--- config.mk ---
export PLATFORM = sky130hd
export DESIGN_NAME = io_output_ctrl
export DESIGN_NICKNAME = d
export VERILOG_FILES = /design/src/rtl/io_output_ctrl_pkg.sv /design/src/rtl/io_output_ctrl_debounce.sv /design/src/rtl/io_output_ctrl.sv
export SDC_FILE = /design/constraint.sdc
export NUM_CORES = 1
export LEC_CHECK = 0
export ABC_CLOCK_PERIOD_IN_PS = 7300
export CAP_MARGIN = 25
export CORE_ASPECT_RATIO = 0.9
export CORE_UTILIZATION = 50
export DETAILED_ROUTE_END_ITERATION = 8
export HOLD_SLACK_MARGIN = 0.02
export MAX_ROUTING_LAYER = met4
export PLACE_DENSITY = 0.86
export REMOVE_ABC_BUFFERS = 1
export SYNTH_ARGS = -nofsm -noshare
export SYNTH_HDL_FRONTEND = slang
export SYNTH_SLANG_ARGS = --single-unit
export TNS_END_PERCENT = 100
--- constraint.sdc ---
create_clock -name i_clk -period 7.3 [get_ports i_clk]
set_clock_uncertainty 0.15 [all_clocks]
set_input_delay 1.825 -clock i_clk [delete_from_list [all_inputs] [get_ports i_clk]]
set_output_delay 1.825 -clock i_clk [all_outputs]
set_load 0.02 [all_outputs]
--- src/rtl/io_output_ctrl_pkg.sv ---
// Shared address-map tags, blank-digit constant, decode and byte-merge helpers
// for the memory-mapped I/O output controller.
// Pure declarations: no latency, no flow control.
package io_pkg;

  // Region tags compared against address bits [31:12].
  localparam logic [19:0] IO_LEDR_BASE   = 20'h10000;
  localparam logic [19:0] IO_LEDG_BASE   = 20'h10001;
  localparam logic [19:0] IO_HEXLO_BASE  = 20'h10002;
  localparam logic [19:0] IO_HEXHI_BASE  = 20'h10003;
  localparam logic [19:0] IO_LCD_BASE    = 20'h10004;
  localparam logic [19:0] IO_SW_BASE     = 20'h10010;
  localparam logic [19:0] IO_BTN_BASE    = 20'h10011;
  localparam logic [19:0] IO_BTNCAP_BASE = 20'h10012;

  // All segments off (segments are active-low).
  localparam logic [6:0] HEX_BLANK = 7'h7F;

  typedef enum logic [3:0] {
    RG_NONE,
    RG_LEDR,
    RG_LEDG,
    RG_HEXLO,
    RG_HEXHI,
    RG_LCD,
    RG_SW,
    RG_BTN,
    RG_BTNCAP
  } io_region_e;

  // HEX7-4 only exists on boards built with eight digits.
  function automatic io_region_e io_decode(input logic [19:0] tag, input int num_hex);
    io_region_e r;
    case (tag)
      IO_LEDR_BASE:   r = RG_LEDR;
      IO_LEDG_BASE:   r = RG_LEDG;
      IO_HEXLO_BASE:  r = RG_HEXLO;
      IO_HEXHI_BASE:  r = (num_hex == 8) ? RG_HEXHI : RG_NONE;
      IO_LCD_BASE:    r = RG_LCD;
      IO_SW_BASE:     r = RG_SW;
      IO_BTN_BASE:    r = RG_BTN;
      IO_BTNCAP_BASE: r = RG_BTNCAP;
      default:        r = RG_NONE;
    endcase
    return r;
  endfunction

  function automatic logic [31:0] byte_mask(input logic [3:0] m);
    logic [31:0] bm;
    for (int i = 0; i < 4; i++) bm[8*i +: 8] = {8{m[i]}};
    return bm;
  endfunction

  function automatic logic [31:0] byte_merge(input logic [31:0] old_w, input logic [31:0] new_w,
                                             input logic [3:0] m);
    return (old_w & ~byte_mask(m)) | (new_w & byte_mask(m));
  endfunction

endpackage

--- src/rtl/io_output_ctrl_debounce.sv ---
// Two-flop synchroniser plus level debouncer for one asynchronous input.
// Latency: 2 sync cycles + DEB_CYCLES stable cycles before the level is accepted.
// No flow control; rise pulses for one cycle on the edge where stable goes 0->1.
// Ports: clk, reset (sync, active-low), din (raw pin), stable (debounced level), rise (accept-high strobe).
module io_debounce #(
  parameter int unsigned DEB_CYCLES = 16'd50000
) (
  input  logic clk,
  input  logic reset,
  input  logic din,
  output logic stable,
  output logic rise
);

  localparam int CW = $clog2(DEB_CYCLES) + 1;
  localparam logic [CW-1:0] CNT_LAST = CW'(DEB_CYCLES - 1);

  logic          sync1;
  logic          sync2;
  logic [CW-1:0] cnt;

  // The toggle edge that takes stable from 0 to 1.
  assign rise = ~stable & sync2 & (cnt == CNT_LAST);

  always_ff @(posedge clk) begin
    if (!reset) begin
      sync1  <= 1'b0;
      sync2  <= 1'b0;
      cnt    <= '0;
      stable <= 1'b0;
    end else begin
      sync1 <= din;
      sync2 <= sync1;
      // Any agreement restarts the count, so only an unbroken run of
      // DEB_CYCLES disagreeing cycles flips the output; cnt never wraps.
      if (sync2 == stable) begin
        cnt <= '0;
      end else if (cnt == CNT_LAST) begin
        stable <= ~stable;
        cnt    <= '0;
      end else begin
        cnt <= cnt + 1'b1;
      end
    end
  end

endmodule

--- src/rtl/io_output_ctrl.sv ---
// Memory-mapped I/O output registers (LEDR/LEDG/HEX/LCD), switch sync, button debounce and capture.
// Latency: stores land at the clock edge; loads return registered data one cycle after i_ld_en.
// No backpressure: every strobe is accepted; o_ld_valid pulses once per accepted load.
// Ports: i_clk/i_reset; store i_st_*; load i_ld_en/i_ld_addr -> o_ld_data/o_ld_valid/o_ld_err;
//        raw pins i_io_sw/i_io_btn; registered board outputs o_io_ledr/ledg/hex/lcd.
module io_output_ctrl
  import io_pkg::*;
#(
  parameter int          LEDR_W     = 17,
  parameter int          LEDG_W     = 8,
  parameter int          NUM_HEX    = 8,
  parameter int          SW_W       = 17,
  parameter int          BTN_W      = 4,
  parameter int unsigned DEB_CYCLES = 16'd50000
) (
  input  logic                 i_clk,
  input  logic                 i_reset,
  input  logic                 i_st_en,
  input  logic [31:0]          i_st_addr,
  input  logic [31:0]          i_st_data,
  input  logic [3:0]           i_st_bmask,
  input  logic                 i_ld_en,
  input  logic [31:0]          i_ld_addr,
  output logic [31:0]          o_ld_data,
  output logic                 o_ld_valid,
  output logic                 o_ld_err,
  input  logic [SW_W-1:0]      i_io_sw,
  input  logic [BTN_W-1:0]     i_io_btn,
  output logic [LEDR_W-1:0]    o_io_ledr,
  output logic [LEDG_W-1:0]    o_io_ledg,
  output logic [NUM_HEX*7-1:0] o_io_hex,
  output logic [31:0]          o_io_lcd
);

  logic [LEDR_W-1:0] ledr;
  logic [LEDG_W-1:0] ledg;
  logic [3:0][6:0]   hex_lo;
  logic [31:0]       hex_lo_word;
  logic [31:0]       hex_hi_word;
  logic [31:0]       lcd;
  logic [SW_W-1:0]   sw_s1;
  logic [SW_W-1:0]   sw_s2;
  logic [BTN_W-1:0]  deb;
  logic [BTN_W-1:0]  deb_rise;
  logic [BTN_W-1:0]  cap;
  logic [BTN_W-1:0]  cap_clr;
  io_region_e        st_region;
  io_region_e        ld_region;
  logic [31:0]       ld_word;
  logic              ld_unmapped;
  logic              unused_addr_bits;

  assign st_region = io_decode(i_st_addr[31:12], NUM_HEX);
  assign ld_region = io_decode(i_ld_addr[31:12], NUM_HEX);
  assign unused_addr_bits = ^{i_st_addr[11:0], i_ld_addr[11:0]};

  // Digit n sits in byte n bits [6:0]; bit 7 is not stored and reads 0.
  assign hex_lo_word = {1'b0, hex_lo[3], 1'b0, hex_lo[2], 1'b0, hex_lo[1], 1'b0, hex_lo[0]};

  always_ff @(posedge i_clk) begin
    if (!i_reset) begin
      ledr <= '0;
      ledg <= '0;
      lcd  <= '0;
      for (int n = 0; n < 4; n++) hex_lo[n] <= HEX_BLANK;
    end else if (i_st_en) begin
      case (st_region)
        RG_LEDR: ledr <= LEDR_W'(byte_merge(32'(ledr), i_st_data, i_st_bmask));
        RG_LEDG: ledg <= LEDG_W'(byte_merge(32'(ledg), i_st_data, i_st_bmask));
        RG_LCD:  lcd  <= byte_merge(lcd, i_st_data, i_st_bmask);
        RG_HEXLO: begin
          for (int n = 0; n < 4; n++)
            if (i_st_bmask[n]) hex_lo[n] <= i_st_data[8*n +: 7];
        end
        default: ;
      endcase
    end
  end

  if (NUM_HEX == 8) begin : g_hex_hi
    logic [3:0][6:0] hex_hi;

    always_ff @(posedge i_clk) begin
      if (!i_reset) begin
        for (int n = 0; n < 4; n++) hex_hi[n] <= HEX_BLANK;
      end else if (i_st_en && st_region == RG_HEXHI) begin
        for (int n = 0; n < 4; n++)
          if (i_st_bmask[n]) hex_hi[n] <= i_st_data[8*n +: 7];
      end
    end

    assign hex_hi_word = {1'b0, hex_hi[3], 1'b0, hex_hi[2], 1'b0, hex_hi[1], 1'b0, hex_hi[0]};
    assign o_io_hex    = {hex_hi, hex_lo};
  end else begin : g_hex_lo_only
    // Never selected by the load mux: the decoder reports HEX7-4 as unmapped.
    assign hex_hi_word = '0;
    assign o_io_hex    = hex_lo;
  end

  always_ff @(posedge i_clk) begin
    if (!i_reset) begin
      sw_s1 <= '0;
      sw_s2 <= '0;
    end else begin
      sw_s1 <= i_io_sw;
      sw_s2 <= sw_s1;
    end
  end

  for (genvar b = 0; b < BTN_W; b++) begin : g_btn
    io_debounce #(.DEB_CYCLES(DEB_CYCLES)) u_deb (
      .clk   (i_clk),
      .reset (i_reset),
      .din   (i_io_btn[b]),
      .stable(deb[b]),
      .rise  (deb_rise[b])
    );
  end

  // Write-1-to-clear; a press landing on the same edge as its clear wins.
  assign cap_clr = (i_st_en && st_region == RG_BTNCAP)
                 ? BTN_W'(i_st_data & byte_mask(i_st_bmask)) : '0;

  always_ff @(posedge i_clk) begin
    if (!i_reset) cap <= '0;
    else          cap <= (cap & ~cap_clr) | deb_rise;
  end

  // Reads sample pre-edge register state, giving read-before-write on collisions.
  always_comb begin
    ld_word     = '0;
    ld_unmapped = 1'b0;
    case (ld_region)
      RG_LEDR:   ld_word = 32'(ledr);
      RG_LEDG:   ld_word = 32'(ledg);
      RG_HEXLO:  ld_word = hex_lo_word;
      RG_HEXHI:  ld_word = hex_hi_word;
      RG_LCD:    ld_word = lcd;
      RG_SW:     ld_word = 32'(sw_s2);
      RG_BTN:    ld_word = 32'(deb);
      RG_BTNCAP: ld_word = 32'(cap);
      default:   ld_unmapped = 1'b1;
    endcase
  end

  always_ff @(posedge i_clk) begin
    if (!i_reset) begin
      o_ld_data  <= '0;
      o_ld_valid <= 1'b0;
      o_ld_err   <= 1'b0;
    end else begin
      o_ld_valid <= i_ld_en;
      if (i_ld_en) begin
        o_ld_data <= ld_word;
        o_ld_err  <= ld_unmapped;
      end
    end
  end

  assign o_io_ledr = ledr;
  assign o_io_ledg = ledg;
  assign o_io_lcd  = lcd;

endmodule

==> impl_metrics.ini <==
[synth]
ys_top_cells_by_area = dfxtp_1 48%, mux2i_1 11%, nor2b_1 4.1%, nand2_1 3.8%, nor2_1 3.2%
ys_async_sr_fraction = 0
synth_area_leader_cell = dfxtp_1
synth_top_area_frac = 0.4850
synth_warnings = 0
synthFlopType = dfxtp_1
yosysUniqueCellTypes = 56
synthCells = 1125
synth_seq_cells = 265
syn_avg_cell_area_um2 = 9.724
synth-edff-count = 0
synth-seq-area-share = 0.4850
synth_area_mm2 = 0.01094

[route]
antenna_left = 0
drtIter0Drc = 572
wl_per_cell_um = 18.46
drt_first_pass_iters = 5
via_count = 9112
wl_mm = 30.61
vias_per_cell = 5.496
drc = 0

[status]
status = finished, final reports clean

[global_route]
grt_use_total = 0.2726
antenna_found_initial = 1
grt_pass1_vias = 8967
grt_overflow = 0
grt_max_degree = 92
grt_first_pass_wirelength_mm = 46.91

[clocking]
cts-htree-levels = 1
cts_buffers = 27
post_cts_resized = 0
holdBufCountCts = 0
cts.path.max_buffers = 3
insertion_delay_ps = 520
cts_tree = done
clock_sinks = 265
post_cts.repair.setup_buffers = 0
clockRootBuffer = clkbuf_16
clk_pin_slew_ps = 60

[floorplanning]
die_w_um = 157.9
io_pins = 272
die-area_mm2 = 0.02248
rows = 50
start_util = 0.5173
die_h_um = 142.3
core_area_mm2 = 0.02115

[worst_hold_path]
min_to = sw_s2[5]
hp-class = register to register
hp-start = sw_s1[5]
min_delay_path_depth = 1

[sta]
finalHoldViolCount = 0
relSlewSlack = 0.3368
rsz0062_at_grt = false
max_freq_ghz = 0.2135
post-route-min-period_ps = 4684
min_period_over_period = 0.6417
finalSetupTns_ps = 0
slew_viol_final = 0
worst_pin_slew_ps = 987.4
setup_viol = 0

[worst_setup_path]
path_common_cell = a21oi_1
arrival_ps = 4980
r2r_setup_slack_ps = 5020
path_cells = clkdlybuf4s50_1 -> nor2_1 -> and2_1 -> a21oi_1 -> a2bb2oi_1 -> a21oi_1
ff2ff_path_depth = 5
r2r-end = g_btn[0].u_deb.cnt[14]
rr_startpoint = g_btn[0].u_deb.cnt[13]
cp_max_fo = 18
critPathBufInv = 1
cp.required_ps = 7600
worstSetupPathType = primary input to register
crit_path_max_incr_delay_ps = 940
critPathLaunchType = primary input
slowest_stage = nor2_1
critPathTopFamily = simple AND/OR/NAND/NOR gates
cp-end-kind = register

[placement]
dpl.hpwl_mm = 21.36
gp_congestion = 0.8681
portBuffers = 247

[flow_run]
cap_violations = 0

[final_layout]
syn_to_final_growth_pct = 33.09
fin_util = 0.6885
drive_above_1_share = 0.06273
final-seq-area_mm2 = 0.005305
nNetsFinal = 1486
multi_input_area_mm2 = 0.005355
num-fill-cells = 1670

[power]
p_leak_nw = 5.516
ir_drop_mv = 0.1630
pwr_density_cell_mw_per_mm2 = 211.3
==> worst max path at each step <==
stage	startpoint	end	slack (ps)	depth (start not counted)
floorplan	i_st_addr[15]	o_io_hex[28]	2670	5
global placement	i_ld_addr[13]	o_ld_data[2]	2210	6
detailed placement	i_ld_addr[13]	o_ld_data[2]	2200	6
CTS	i_ld_addr[13]	o_ld_data[2]	2750	6
global route	i_st_addr[20]	o_io_hex[37]	2560	6
finish	i_ld_addr[13]	o_ld_data[2]	2620	6
==> layout by cell type, fill, tap and decap left out, drive strengths merged, types with 16 or more instances in the layout <==
cell	Yosys	layout
a21oi	24	24
a22oi	19	19
and2	50	50
and3	16	16
clkbuf	50	35
clkdlybuf4s50	0	246
dfxtp	265	265
inv	17	18
mux2i	119	119
nand2	112	112
nand3	36	36
nand4	16	16
nor2	94	94
nor2b	71	71
o21ai	37	37
xnor2	37	37
xor2	28	28
==> final cells by class <==
| type | instances | area share |
|---|---|---|
| diodes | 1 | 0.0001719 |
| clock buffers | 35 | 0.05191 |
| clock inverters | 12 | 0.01298 |
| inverters | 17 | 0.004383 |
| multi-input cells | 787 | 0.3678 |
| flip-flops and latches | 265 | 0.3644 |
| well taps | 286 | 0.02458 |
| repair buffers | 255 | 0.1738 |
==> worst register-to-register path, stage by stage, from the launching register on <==
cell     delay, ps
dfxtp_1        340
or4b_2         680
or3_1          410
nor2_1         140
or3b_2         350
nor2_1         100
==> synth_stat cells, types with 4 or more instances <==
cell       count
dfxtp_1      265
mux2i_1      119
nand2_1      112
nor2_1        94
nor2b_1       71
and2_1        50
clkbuf_1      50
o21ai_0       37
xnor2_1       37
nand3_1       36
xor2_1        28
a21oi_1       24
a22oi_1       19
inv_1         17
and3_1        16
a222oi_1      13
nand4_1       12
nor3_1        10
ha_1           8
nand3b_1       8
nor4_1         8
o32ai_1        8
a21boi_0       6
or3b_2         5
a21bo_2        4
a2bb2oi_1      4
mux2_2         4
nand4_2        4
nor4_4         4
nor4b_1        4
or4_1          4
or4bb_1        4
==> where the power goes <==
group	switching (mW)	internal, mW
logic	0.0744	0.0801
registers	0.00380	1.46
clock network	0.558	0.903
total	0.636	2.44
==> per-stage QoR <==
| step | total power [mW] | worst slack [ps] | cell area, µm² | cells | hold slack [ps] |
|---|---|---|---|---|---|
| floorplan | 1.541 | 2668 | 10720 | 1069 | 261.8 |
| finish | 3.077 | 2616 | 14560 | 1658 | 281.1 |
| CTS | 3.092 | 2745 | 14540 | 1655 | 281.9 |
| global route | 3.169 | 2559 | 14560 | 1658 | 290.9 |
| global placement | 1.643 | 2211 | 13600 | 1608 | 264.7 |
| detailed placement | 1.646 | 2200 | 13600 | 1608 | 267.9 |
==> per-layer routing <==
metal,wire [µm],part of all wire,GRT usage,vias up
met4,1017,0.033,0.1007,0
met1,13100,0.43,0.3322,4391
li1,-,-,-,4349
met2,14450,0.47,0.4447,307
met3,2037,0.067,0.05512,65
met5,0,0,-,-
==> logic make-up after synthesis <==
family,share of synthesized area
multiplexers,0.1192
AO/OA/AOI/OAI,0.07709
flip-flops,0.4850
XOR/XNOR,0.05204
AND/OR/NAND/NOR,0.2313
buffers and inverters,0.02631
adder cells (fa/ha/maj),0.009151
(Power assumes the default switching activity.)
